### src/rtl/axi4lite_cmd_master.sv
// Single-outstanding AXI4-Lite master: turns one valid/ready command into an AW+W/B or AR/R
// transaction and returns the slave response on a valid/ready response port.
module axi4lite_cmd_master #(
    parameter int ADDR_WIDTH = 32,
    parameter int DATA_WIDTH = 32,
    parameter int STRB_WIDTH = DATA_WIDTH / 8
) (
    input  logic                  clk_i,
    input  logic                  rst_ni,

    input  logic                  cmd_valid_i,
    output logic                  cmd_ready_o,
    input  logic                  cmd_write_i,
    input  logic [ADDR_WIDTH-1:0] cmd_addr_i,
    input  logic [DATA_WIDTH-1:0] cmd_wdata_i,
    input  logic [STRB_WIDTH-1:0] cmd_wstrb_i,

    output logic                  rsp_valid_o,
    input  logic                  rsp_ready_i,
    output logic                  rsp_write_o,
    output logic [DATA_WIDTH-1:0] rsp_rdata_o,
    output logic [1:0]            rsp_resp_o,

    output logic                  m_axi_awvalid_o,
    input  logic                  m_axi_awready_i,
    output logic [ADDR_WIDTH-1:0] m_axi_awaddr_o,
    output logic [2:0]            m_axi_awprot_o,

    output logic                  m_axi_wvalid_o,
    input  logic                  m_axi_wready_i,
    output logic [DATA_WIDTH-1:0] m_axi_wdata_o,
    output logic [STRB_WIDTH-1:0] m_axi_wstrb_o,

    input  logic                  m_axi_bvalid_i,
    output logic                  m_axi_bready_o,
    input  logic [1:0]            m_axi_bresp_i,

    output logic                  m_axi_arvalid_o,
    input  logic                  m_axi_arready_i,
    output logic [ADDR_WIDTH-1:0] m_axi_araddr_o,
    output logic [2:0]            m_axi_arprot_o,

    input  logic                  m_axi_rvalid_i,
    output logic                  m_axi_rready_o,
    input  logic [DATA_WIDTH-1:0] m_axi_rdata_i,
    input  logic [1:0]            m_axi_rresp_i
);

    typedef enum logic [2:0] {
        S_IDLE,
        S_WR_ADDR_DATA,
        S_WR_RESP,
        S_RD_ADDR,
        S_RD_DATA,
        S_RESP
    } state_t;

    state_t                state_q, state_d;
    logic                  aw_done_q, aw_done_d;
    logic                  w_done_q, w_done_d;
    logic                  write_q, write_d;
    logic [ADDR_WIDTH-1:0] addr_q, addr_d;
    logic [DATA_WIDTH-1:0] wdata_q, wdata_d;
    logic [STRB_WIDTH-1:0] wstrb_q, wstrb_d;
    logic [DATA_WIDTH-1:0] rdata_q, rdata_d;
    logic [1:0]            resp_q, resp_d;
    logic                  aw_hs, w_hs;

    always_ff @(posedge clk_i or negedge rst_ni) begin
        if (!rst_ni) begin
            state_q   <= S_IDLE;
            aw_done_q <= 1'b0;
            w_done_q  <= 1'b0;
            write_q   <= 1'b0;
            addr_q    <= '0;
            wdata_q   <= '0;
            wstrb_q   <= '0;
            rdata_q   <= '0;
            resp_q    <= 2'b00;
        end else begin
            state_q   <= state_d;
            aw_done_q <= aw_done_d;
            w_done_q  <= w_done_d;
            write_q   <= write_d;
            addr_q    <= addr_d;
            wdata_q   <= wdata_d;
            wstrb_q   <= wstrb_d;
            rdata_q   <= rdata_d;
            resp_q    <= resp_d;
        end
    end

    // AW and W retire independently; the phase ends once both have handshaked.
    assign aw_hs = !aw_done_q && m_axi_awready_i;
    assign w_hs  = !w_done_q && m_axi_wready_i;

    always_comb begin
        state_d   = state_q;
        aw_done_d = aw_done_q;
        w_done_d  = w_done_q;
        write_d   = write_q;
        addr_d    = addr_q;
        wdata_d   = wdata_q;
        wstrb_d   = wstrb_q;
        rdata_d   = rdata_q;
        resp_d    = resp_q;
        unique case (state_q)
            S_IDLE: begin
                if (cmd_valid_i) begin
                    write_d   = cmd_write_i;
                    addr_d    = cmd_addr_i;
                    wdata_d   = cmd_wdata_i;
                    wstrb_d   = cmd_wstrb_i;
                    aw_done_d = 1'b0;
                    w_done_d  = 1'b0;
                    state_d   = cmd_write_i ? S_WR_ADDR_DATA : S_RD_ADDR;
                end
            end
            S_WR_ADDR_DATA: begin
                if (aw_hs) aw_done_d = 1'b1;
                if (w_hs)  w_done_d  = 1'b1;
                if ((aw_done_q || aw_hs) && (w_done_q || w_hs)) state_d = S_WR_RESP;
            end
            S_WR_RESP: begin
                if (m_axi_bvalid_i) begin
                    resp_d  = m_axi_bresp_i;
                    rdata_d = '0;
                    state_d = S_RESP;
                end
            end
            S_RD_ADDR: begin
                if (m_axi_arready_i) state_d = S_RD_DATA;
            end
            S_RD_DATA: begin
                if (m_axi_rvalid_i) begin
                    resp_d  = m_axi_rresp_i;
                    rdata_d = m_axi_rdata_i;
                    state_d = S_RESP;
                end
            end
            S_RESP: begin
                if (rsp_ready_i) state_d = S_IDLE;
            end
            default: state_d = S_IDLE;
        endcase
    end

    assign cmd_ready_o     = (state_q == S_IDLE);
    assign rsp_valid_o     = (state_q == S_RESP);
    assign rsp_write_o     = write_q;
    assign rsp_rdata_o     = rdata_q;
    assign rsp_resp_o      = resp_q;

    assign m_axi_awvalid_o = (state_q == S_WR_ADDR_DATA) && !aw_done_q;
    assign m_axi_awaddr_o  = addr_q;
    assign m_axi_awprot_o  = 3'b000;
    assign m_axi_wvalid_o  = (state_q == S_WR_ADDR_DATA) && !w_done_q;
    assign m_axi_wdata_o   = wdata_q;
    assign m_axi_wstrb_o   = wstrb_q;
    assign m_axi_bready_o  = (state_q == S_WR_RESP);
    assign m_axi_arvalid_o = (state_q == S_RD_ADDR);
    assign m_axi_araddr_o  = addr_q;
    assign m_axi_arprot_o  = 3'b000;
    assign m_axi_rready_o  = (state_q == S_RD_DATA);

endmodule

### config.mk
export PLATFORM = sky130hd
export DESIGN_NAME = axi4lite_cmd_master
export DESIGN_NICKNAME = d
export VERILOG_FILES = /design/src/rtl/axi4lite_cmd_master.sv
export SDC_FILE = /design/constraint.sdc
export NUM_CORES = 1
export LEC_CHECK = 0
export CAP_MARGIN = 20
export CORE_MARGIN = 4
export CORE_UTILIZATION = 38
export CTS_CLUSTER_DIAMETER = 120
export DETAILED_ROUTE_END_ITERATION = 12
export GPL_TIMING_DRIVEN = 0
export PLACE_DENSITY = 0.91
export SETUP_SLACK_MARGIN = 0.3
export SYNTH_ARGS = -nofsm -noshare
export SYNTH_HDL_FRONTEND = slang
export SYNTH_SLANG_ARGS = --single-unit
export TNS_END_PERCENT = 10
### constraint.sdc
create_clock -name clk_i -period 1.9 [get_ports clk_i]
set_input_delay 0.285 -clock clk_i [delete_from_list [all_inputs] [get_ports clk_i]]
set_output_delay 0.285 -clock clk_i [all_outputs]
set_load 0.1 [all_outputs]
==> results.sh <==
export IMPL_place_inst=715
export IMPL_cp_start_kind="flip-flop"
export IMPL_ys_top_cells_by_area="dfrtp_1, mux2_2, buf_4, a22o_1, mux2_4"
export IMPL_path_max_fanout=10
export IMPL_overflow=0
export IMPL_num_io_pins=262
export IMPL_clk_latency_ns=0.34
export IMPL_grt_usage_pct=19.3
export IMPL_r2r_start="state_q[2]$_DFFE_PN0P_"
export IMPL_end_kind="output port"
export IMPL_netlist_area_sq_mm=0.00450
export IMPL_dr_first_iter_drc_count=153
export IMPL_gp_congestion=0.831
export IMPL_syn_to_final_growth_pct=69.5
export IMPL_hp_class="input port to async pin"
export IMPL_relSlewSlack_pct=36.9
export IMPL_cp_slowest_cell="dfrtp_1"
export IMPL_period_minus_slack_ns=1.84
export IMPL_multi_input_area_sq_mm=0.00171
export IMPL_cp_slowest_stage_delay_ns=0.37
export IMPL_antenna_found_initial=0
export IMPL_vias_per_cell=4.88
export IMPL_fp_row_count=39
export IMPL_synth_area_leader_cell="dfrtp_1"
export IMPL_ant_nets=0
export IMPL_critical_path_class="flip-flop to output port"
export IMPL_cts_root_buf="clkbuf_16"
export IMPL_dp_slack_ns=-0.674
export IMPL_place_hpwl_microns=10300
export IMPL_htreeDepth=3
export IMPL_num_vias=3615
export IMPL_setup_viol=0
export IMPL_period_share_pct=96.7
export IMPL_status="complete, no violations"
export IMPL_final_hold_violation_count=0
export IMPL_regArea_sq_mm=0.00270
export IMPL_numCtsBuffers=9
export IMPL_initial_utilization_pct=39.1
export IMPL_drt_wirelength_per_cell_microns=19.7
export IMPL_synth_top_area_share_pct=60.0
export IMPL_cp_common_cell="nor2_4"
export IMPL_num_antenna_cells=0
export IMPL_grt_max_degree=62
export IMPL_ys_seq_area_share_pct=60.0
export IMPL_core_area_sq_mm=0.0115
export IMPL_crit_start="state_q[1]$_DFFE_PN0P_"
export IMPL_synth_cells=311
export IMPL_arrival_ns=1.55
export IMPL_ys_types=31
export IMPL_clock_path_buffers=2
export IMPL_rsz0062_at_grt="yes"
export IMPL_grt_first_pass_wirelength_microns=20300
export IMPL_timing_final_max_slew_violations=0
export IMPL_cts_tree="done"
export IMPL_die_w_microns=117
export IMPL_layout_cells_non_filler=741
export IMPL_drt_pass1_iterations=4
export IMPL_worstPathRequired_ns=1.62
export IMPL_port_buffers=255
export IMPL_die_y_microns=117
export IMPL_drive_gt1_share_pct=52.5
export IMPL_worstMarginPinSlew_ns=0.949
export IMPL_syn_area_per_cell_sq_um=14.5
export IMPL_maxCapViolCount=0
export IMPL_nets=708
export IMPL_layout_setup_ws_ns=0.0628
export IMPL_die_area_sq_mm=0.0137
export IMPL_synth_seq_cells=108
export IMPL_fillers=856
export IMPL_grt_pass1_vias=3794
export IMPL_yosys_warnings=0
export IMPL_clock_fmax_mhz=544
export IMPL_finalClockSkew_ns=0.00500
export IMPL_clk_pin_slew_ns=0.07
export IMPL_clock_sinks=108
export IMPL_wirelength_microns=14600
export IMPL_drc=0
export IMPL_critical_path_cell_chain="buf_6 -> clkbuf_16 -> nor2_4 -> nand2_4 -> nor2_4 -> buf_12"
## per-layer routing
| layer | GRT usage, % | wire length, microns | up-vias |
|---|---|---|---|
| li1 | - | - | 1622 |
| met1 | 21.6 | 5500 | 1809 |
| met2 | 36.2 | 7750 | 159 |
| met3 | 4.52 | 1050 | 25 |
| met4 | 5.58 | 291 | 0 |
| met5 | 0 | 0 | - |
## registers in the layout, indices dropped and copies added (netlist names)
name	flops
m_axi_araddr_o	32
rsp_rdata_o	32
m_axi_wstrb_o	4
w_done_q	1
m_axi_wdata_o	32
rsp_resp_o	2
state_q	3
rsp_write_o	1
aw_done_q	1
## layout by cell type (no fill, tap or decap), drive strengths merged, types with 4 or more instances in the layout
master         netlist  routed
clkbuf               3     113
clkdlybuf4s50        0     112
buf                 55     109
dfrtp              108     108
mux2                75      75
a22o                32      32
a21oi                7       7
conb                 1       6
nor2                 5       5
nor3b                4       4
## area by class of cell
cell class                 count  area share (%)
tap                          143            2.34
sequential                   108            35.4
inverter                       1          0.0492
buffer                        58            7.64
clock buffer                  10            3.00
multi-input combinational    149            22.4
clock inverter                 5            1.02
timing repair buffer         267            28.2
## synth_stat cells (all sizes together)
library cell	number
o22ai	1
o21ai	1
dfrtp	108
nand3b	2
a31oi	1
nor2	5
a21oi	7
nand3	1
a22o	32
a221oi	1
inv	1
nor3	1
nand2b	1
and3	1
a21o	1
buf	55
or3b	1
conb	1
nor2b	1
o31a	1
clkbuf	3
and2	3
nor3b	4
mux2	75
nand2	3
## logic make-up (layout without fill, tap and decap cells)
logic type,Yosys count,after routing,synth area share (%)
buffers and inverters,59,341,9.25
flip-flops,108,108,60.0
AND/OR/NAND/NOR,23,23,3.14
other,1,6,0.0833
multiplexers,75,75,19.6
AO/OA/AOI/OAI,45,45,7.94
## critical path, delay by kind of cell, from the launching register on
family	cells	cell delay, ns
simple gates	3	0.35
buf+inv	3	0.48
flops	1	0.37
## through the flow
step | cell area [sq um] | hold WS (ns) | setup TNS [ns] | utilization (%)
after global placement | 7290 | 0.489 | -372.02 | 63.3
after floorplan | 4560 | -0.0106 | -33.76 | -
final | 7630 | 0.0342 | 0 | 66.3
after global routing | 7630 | 0.0947 | 0 | 66.3
after detailed placement | 7310 | 0.426 | -3.64 | 63.5
after CTS | 7680 | 0.0555 | 0 | 66.7
## repair_timing
action | in CTS | in global routing
buffers inserted | 8 | 0
cloned | 1 | 2
resized for setup | 342 | 309
pin swaps | 5 | 33
endpoints found under the setup margin | 243 | 231
hold buffers | 0 | 0
## path summary, 6_finish.rpt
kind / endpoint / slack, ns / cells after the start
hold / removal: m_axi_araddr_o[7]$_DFFE_PN0P_ / 0.03 / 1
setup / recovery: m_axi_awvalid_o / 0.06 / 6
max in group asynchronous: rsp_rdata_o[17]$_DFFE_PN0P_ / 1.16 / 2
hold reg to reg: rsp_rdata_o[2]$_DFFE_PN0P_ / 0.51 / 1
setup reg to reg: m_axi_wdata_o[19]$_DFFE_PN0P_ / 0.10 / 7
min in group clk_i: rsp_rdata_o[2]$_DFFE_PN0P_ / 0.51 / 1
Power is not shown: default switching activity piles up to over one toggle a cycle in this logic, so the estimate is an artifact.
